==> src/rtl/mips_mem_pkg.sv <==
// Shared types and constants for the MIPS instruction/data memory models.
package mips_mem_pkg;

  typedef logic [31:0] word_t;

  localparam word_t NOP_WORD  = '0;
  localparam word_t BOOT_ADDR = 32'hBFC00000;

  typedef enum logic [1:0] {
    ST_IDLE,
    ST_WAIT,
    ST_DONE
  } rom_state_t;

  // Reverses byte order: little-endian storage to big-endian CPU port.
  function automatic word_t swap_bytes(input word_t w);
    return {w[7:0], w[15:8], w[23:16], w[31:24]};
  endfunction

endpackage

==> src/rtl/mips_rom_wait_ctr.sv <==
// Wait-state sequencer for instruction fetches: counts latency, signals when
// to latch read data, and drives the waitrequest handshake.
module mips_rom_wait_ctr
  import mips_mem_pkg::*;
(
  input  logic       i_clk,
  input  logic       i_rst_n,
  input  logic       i_req,
  input  logic       i_addr_chg,
  input  logic [2:0] i_latency,
  output logic       o_waitrequest,
  output logic       o_latch_en
);

  rom_state_t r_state;
  rom_state_t w_state_nx;
  logic [2:0] r_cnt;
  logic [2:0] w_cnt_nx;

  always_ff @(posedge i_clk or negedge i_rst_n) begin
    if (!i_rst_n) begin
      r_state <= ST_IDLE;
      r_cnt   <= '0;
    end else begin
      r_state <= w_state_nx;
      r_cnt   <= w_cnt_nx;
    end
  end

  always_comb begin
    w_state_nx = r_state;
    w_cnt_nx   = r_cnt;
    o_latch_en = 1'b0;
    case (r_state)
      ST_IDLE: begin
        if (i_req) begin
          w_state_nx = ST_WAIT;
          w_cnt_nx   = i_latency - 3'd1;
        end
      end
      ST_WAIT: begin
        // An address change abandons the fetch in flight and restarts the count.
        if (!i_req) begin
          w_state_nx = ST_IDLE;
        end else if (i_addr_chg) begin
          w_cnt_nx = i_latency - 3'd1;
        end else if (r_cnt == '0) begin
          o_latch_en = 1'b1;
          w_state_nx = ST_DONE;
        end else begin
          w_cnt_nx = r_cnt - 3'd1;
        end
      end
      ST_DONE: begin
        if (!i_req) begin
          w_state_nx = ST_IDLE;
        end else if (i_addr_chg) begin
          w_state_nx = ST_WAIT;
          w_cnt_nx   = i_latency - 3'd1;
        end
      end
      default: w_state_nx = ST_IDLE;
    endcase
  end

  assign o_waitrequest = i_req && ((r_state != ST_DONE) || i_addr_chg);

endmodule

==> src/rtl/mips_instr_rom.sv <==
// Loadable instruction memory: streaming load port, boot-window fetch decode,
// optional byte swap, sticky address-fault flag and optional wait states.
module mips_instr_rom
  import mips_mem_pkg::*;
#(
  parameter logic [31:0] BASE_ADDR    = BOOT_ADDR,
  parameter int unsigned DEPTH        = 64,
  parameter int unsigned READ_LATENCY = 0,
  parameter int unsigned BYTE_SWAP    = 1
) (
  input  logic                     clk,
  input  logic                     reset_n,
  input  logic                     load_start,
  input  logic                     load_valid,
  input  logic [31:0]              load_data,
  output logic                     load_ready,
  output logic [$clog2(DEPTH):0]   prog_len,
  input  logic                     instr_read,
  input  logic [31:0]              instr_address,
  output logic [31:0]              instr_readdata,
  output logic                     instr_waitrequest,
  output logic                     addr_fault
);

  localparam int unsigned AW = $clog2(DEPTH);
  localparam logic [AW:0] FULL_LEN = DEPTH[AW:0];

  word_t         r_mem [DEPTH];
  logic [AW:0]   r_prog_len;
  logic          r_fault;

  word_t         w_offset;
  logic [AW-1:0] w_index;
  logic          w_in_window;
  logic          w_hit;
  word_t         w_stored;
  word_t         w_word;
  logic          w_wr;

  assign w_offset    = instr_address - BASE_ADDR;
  assign w_index     = w_offset[AW+1:2];
  assign w_in_window = (w_offset[31:AW+2] == '0) && (w_offset[1:0] == 2'b00);
  assign w_hit       = w_in_window && ({1'b0, w_index} < r_prog_len);
  assign w_stored    = r_mem[w_index];
  assign w_word      = !w_hit ? NOP_WORD :
                       (BYTE_SWAP != 0) ? swap_bytes(w_stored) : w_stored;

  assign load_ready = (r_prog_len != FULL_LEN);
  assign prog_len   = r_prog_len;
  assign addr_fault = r_fault;
  assign w_wr       = load_valid && load_ready && !load_start;

  always_ff @(posedge clk or negedge reset_n) begin
    if (!reset_n) begin
      r_prog_len <= '0;
      r_fault    <= 1'b0;
    end else begin
      if (load_start) begin
        r_prog_len <= '0;
      end else if (w_wr) begin
        r_prog_len <= r_prog_len + 1'b1;
      end
      if (load_start) begin
        r_fault <= 1'b0;
      end else if (instr_read && !w_in_window) begin
        r_fault <= 1'b1;
      end
    end
  end

  // Array content is never reset; prog_len gates every read instead.
  always_ff @(posedge clk) begin
    if (w_wr) begin
      r_mem[r_prog_len[AW-1:0]] <= load_data;
    end
  end

  if (READ_LATENCY > 0) begin : g_wait
    word_t r_prev_addr;
    word_t r_rdata;
    logic  w_addr_chg;
    logic  w_latch_en;
    logic  w_wait;

    assign w_addr_chg = (instr_address != r_prev_addr);

    always_ff @(posedge clk or negedge reset_n) begin
      if (!reset_n) begin
        r_prev_addr <= '0;
        r_rdata     <= NOP_WORD;
      end else begin
        r_prev_addr <= instr_address;
        if (w_latch_en) begin
          r_rdata <= w_word;
        end
      end
    end

    mips_rom_wait_ctr u_wait_ctr (
      .i_clk        (clk),
      .i_rst_n      (reset_n),
      .i_req        (instr_read),
      .i_addr_chg   (w_addr_chg),
      .i_latency    (3'(READ_LATENCY)),
      .o_waitrequest(w_wait),
      .o_latch_en   (w_latch_en)
    );

    assign instr_readdata    = r_rdata;
    assign instr_waitrequest = reset_n && w_wait;
  end else begin : g_comb
    assign instr_readdata    = w_word;
    assign instr_waitrequest = 1'b0;
  end

endmodule

==> config.mk <==
export PLATFORM = sky130hd
export DESIGN_NAME = mips_instr_rom
export DESIGN_NICKNAME = d
export VERILOG_FILES = /design/src/rtl/mips_mem_pkg.sv /design/src/rtl/mips_rom_wait_ctr.sv /design/src/rtl/mips_instr_rom.sv
export SDC_FILE = /design/constraint.sdc
export NUM_CORES = 2
export LEC_CHECK = 0
export BUFFER_PORTS_ARGS = -buffer_cell sky130_fd_sc_hd__buf_2
export CAP_MARGIN = 40
export CORE_MARGIN = 4
export CORE_UTILIZATION = 48
export DETAILED_ROUTE_END_ITERATION = 12
export PLACE_DENSITY = 0.71
export SYNTH_ARGS = -nofsm -noshare
export SYNTH_HDL_FRONTEND = slang
export SYNTH_SLANG_ARGS = --single-unit
==> constraint.sdc <==
create_clock -name clk -period 8.1 [get_ports clk]
set_clock_uncertainty 0.05 [all_clocks]
set_input_delay 1.62 -clock clk [delete_from_list [all_inputs] [get_ports clk]]
set_output_delay 1.62 -clock clk [all_outputs]
set_load 0.01 [all_outputs]
**Word-level counts from Yosys, hierarchy flattened**

Memory sizes are Yosys's and may differ from the RTL's.
Cells that the tools add are included.

- Flip-flop bits (word level): 8
- Memory bits (writable): 2048
- Bits of input ports: 69
- Output and inout port bits: 42
- Logic and storage cells: 25
- Memories: 1

Memory list:

| name | words | width | read ports | clocked after Yosys merged registers in | write ports | RTL line | source |
|---|---|---|---|---|---|---|---|
| r_mem | 64 | 32 | 1 | 0 | 1 | mips_instr_rom.sv:28 | `word_t r_mem [DEPTH];` |

- Add/sub/neg operators: 2
- $lt $le $gt $ge: 1
- Eq/ne operators: 1
- Mux-type cells: 7
- Reduce and logical (&&, ||, !) cells: 11

Operators by type and width:

| cell | number |
|---|---|
| two-way mux 32 bit | 1 |
| subtractor 32 bit (second input constant) | 1 |
| zero test 24 bit | 1 |
| two-way mux 7 bit | 2 |
| adder 7 x 1 -> 7 bit (second input constant) | 1 |
| less-than comparator 6 x 7 -> 1 bit | 1 |
| inequality test 7 bit (second input constant) | 1 |
| logical AND 1 bit | 5 |
| two-way mux 1 bit | 4 |
| nonzero test 2 bit | 2 |
| zero test 1 bit | 2 |
| zero test 2 bit | 1 |

**Longest topological paths before layout**

- Word-level depth: 7
- Gate-level depth with buffers: 10
- Depth with buffers taken out: 7

**Worst setup path before layout**

No wires, ideal clock.

- Path kind: input to output
- Start point: input instr_address[2]
- End point: output instr_readdata[29]
- Data arrival time: 3397 ps
- Required time: 6430 ps
- Slack: 3033 ps
- Stages: 9
- Path buffers: 4
- Cells stage by stage: buf_6 > buf_12 > buf_12 > buf_8 > mux2i_1 > a221oi_1 > a211o_1 > o41ai_1 > a2111oi_0

- Cells in the longest elaborated chain, start to end: 5
- Elaborated cells on any way between the ends: 7
- Classes of those cells: 1 x add/sub; 1 x order compare; 1 x mux; 3 x reduce/logical; 1 x memory

RTL lines:

| element | RTL line | source |
|---|---|---|
| start, declared | mips_instr_rom.sv:19 | `input logic [31:0] instr_address,` |
| subtractor 32 bit * | mips_instr_rom.sv:40 | `assign w_offset = instr_address - BASE_ADDR;` |
| parallel branches: the longest is 3 deep, another holds memory read (64 x 32 bit) | n/a |  |
| two-way mux 32 bit * | mips_instr_rom.sv:45 | `assign w_word = !w_hit ? NOP_WORD :` |
| end, declared | mips_instr_rom.sv:20 | `output logic [31:0] instr_readdata,` |

Mark *: on every way between the ends.

**Worst setup path after layout**

- Start point: input instr_address[4]
- End point: output instr_readdata[2]

Same word-level chain as after synthesis.

==> results.cfg <==
[sta]
hold_viol_final = 0
final.min_clock_period_ns = 7.18
hold_slack_ns = 0.444
slew_violations = 0
rsz0062_at_grt = false
max_freq_mhz = 139
relSlewSlack_pct = 31.8
setup_viol_count_final = 0
final.setup.tns_ns = 0
finalCritPeriodShare_pct = 88.6
worst_pin_slew_ns = 1.02

[placement]
placed_cell_area_mm2 = 0.0843
gp_congestion = 0.793
numPortBuffers = 109
placedCellCount = 5853
place_hpwl_um = 121000

[floorplan]
dieHeight_um = 415
fp-row-count = 148
coreArea_mm2 = 0.164
io-pin-count = 111
die_w_um = 415
die-area_mm2 = 0.172
initial_core_util_pct = 48.5

[critical_path]
max_stage_delay_ns = 0.76
cp-start-kind = input pin
cp_top_family = buffers and inverters
worst-setup-path-type = input pin to primary output
worstPathMaxFanout = 61
crit_path_frequent_cell = buf_4
arrival_ns = 5.51
cp-end-kind = primary output
crit_required_ns = 6.43
crit_chain = buf_8, buf_4, buf_4, mux4_2, mux2i_1, o22ai_1, a2111oi_1, buf_2, buf_4, and4b_1, buf_2
cp_slowest_cell = a2111oi_1
worst-path-buf-inv = 6

[clock_tree]
cts_num_sinks = 2056
clock-root-buffer = clkbuf_16
cts_resized = 0
cts_hold_buf = 0
cts_inserted_buffers = 196
post_cts_buffers = 0
h-tree-depth = 4
clock_path_buffers = 3
clk_pin_slew_worst_paths_ns = 0.05
clock_latency_ns = 0.81
cts_tree = built

[logic_synthesis]
synth_edf_count = 2048
synth_seq_area_share_pct = 77.7
synth_flop_cell = edfxtp_1
synth_warnings = 0
synth_top_family_by_area = multiplexers
synth-compound-area-share_pct = 4.03
async_reset_ff_share_pct = 0.389
synthesis.nets = 3632
synthSimpleGateAreaFrac_pct = 1.47
syn_inst = 3556
synthMuxAreaShare_pct = 14.7
synth-seq-cells = 2056
ys_types = 71
synth-xor-area-share_pct = 0.0552
synth_fa_ha_area_share_pct = 0.110
synthesis.area_mm2 = 0.0794
syn_area_per_cell_um2 = 22.3

[hold_path]
hold_class = register to register

[final_layout]
final_common_cell = edfxtp_1
syn2layout_area_growth_pct = 13.9
final_cell_mix = edfxtp_1 (2048), mux4_2 (437), clkbuf_16 (201), mux2i_1 (163), buf_4 (156)
nets = 3956
drive_gt1_share_pct = 27.9
design_area_mm2 = 0.0904
instances_no_fill = 6230

[pwr]
ir_drop_v = 0.000211
p_per_area_mw_per_mm2 = 238
p_leak_nw = 28.6

[outcome]
status = finished, final reports clean

[global_route]
gr-total-overflow = 0
antenna_found_initial = 18
grt_pass1_vias = 40300
grtUsageTotal_pct = 25.1
grt_max_degree = 81
grt_pass1_wl_um = 307000

[routing]
drt-total-wl_um = 218000
num_vias = 41000
firstDrtPassIters = 8
wl_per_cell_um = 35.0
route.detailed.drc = 0
first_iter_violations = 6144
ant_nets = 0
vias_per_cell = 6.58

[job]
maxCapViolCount = 0
worst register-to-register path, cell delays in order, from the launching register on:
cell and delay, ns:
dfrtp_1 0.49, or3_1 0.71, o31ai_2 0.22, nor3_1 0.34, nand2_1 0.32, buf_6 0.26, nor2_4 0.68, buf_4 0.56
state kept, by name, summed over array words and instances, names as in the netlist:
register    cells
addr_fault      1
prog_len        7
r_mem        2048
cell type report:
class	count	area [um2]
Multi-Input combinational cell	1284	16800
Clock buffer	233	5150
Antenna cell	12	30.0
Timing Repair Buffer	331	3090
Inverter	11	41.3
Clock inverter	128	941
Tap cell	2175	2720
Fill cell	11900	73100
Sequential cell	2056	61700
kinds of logic after synthesis:
kind of cell	after synthesis
AO/OA/AOI/OAI	421
XOR/XNOR	5
adder cells (fa/ha/maj)	7
buffers and inverters	216
flip-flops	2056
multiplexers	609
other	1
AND/OR/NAND/NOR	241
power breakdown:
part           internal, mW  leakage, nW  switching (mW)
clock network          4.87         2.97            3.87
registers              11.7         18.5         0.00586
logic                 0.393         7.06           0.665
worst paths after layout:
check | startpoint | to | slack, ns | cells after the start
setup reg to reg | prog_len[3] | r_mem[44][11] | 4.09 | 7
hold / removal | addr_fault | addr_fault | 0.44 | 2
min in group asynchronous | reset_n | addr_fault | 0.59 | 1
hold reg to reg | addr_fault | addr_fault | 0.44 | 2
max in group asynchronous | reset_n | prog_len[6] | 7.24 | 1
setup / recovery | instr_address[4] | instr_readdata[2] | 0.92 | 11
metrics by stage:
step / power (mW) / setup WS [ns] / utilization, %
2_1_floorplan: 12.5 / 3.03 / -
3_3_place_gp: 12.9 / 0.361 / 50.8
3_5_place_dp: 13.0 / 1.00 / 51.5
4_1_cts: 21.6 / 1.01 / 55.3
5_1_grt: 22.1 / 0.886 / 55.3
6_report: 21.5 / 0.923 / 55.3
Yosys cell counts (all sizes together), types with 8 or more instances:
cell / number / area (um2)
nor2b: 12 / 75.1
inv: 9 / 33.8
nand2: 34 / 128
a22oi: 84 / 631
nand3: 28 / 140
a22o: 26 / 228
o22ai: 21 / 131
a221oi: 87 / 787
a211o: 9 / 78.8
clkbuf: 73 / 274
o31ai: 10 / 80.1
or2: 12 / 75.1
o21ai: 39 / 195
mux4: 445 / 10100
mux2i: 163 / 1630
and2: 11 / 68.8
nor2: 98 / 370
a211oi: 15 / 118
dfrtp: 8 / 200
nor3: 15 / 75.1
buf: 132 / 1160
a2111oi: 10 / 88.8
a221o: 22 / 220
o31a: 19 / 166
a21oi: 57 / 285
edfxtp: 2048 / 61500
per-layer routing:
layer  vias to the layer above  share of wire (%)  wire (um)  GRT usage [%]
met3                       463                 11      25000           5.51
li1                      15900                  -          -              -
met1                     21700                 36      79100           34.4
met5                         -              0.028         61              0
met4                        10                4.0       8770           9.82
met2                      2906                 48     105000           39.8
Note: power is estimated with default switching activity, not from simulation.
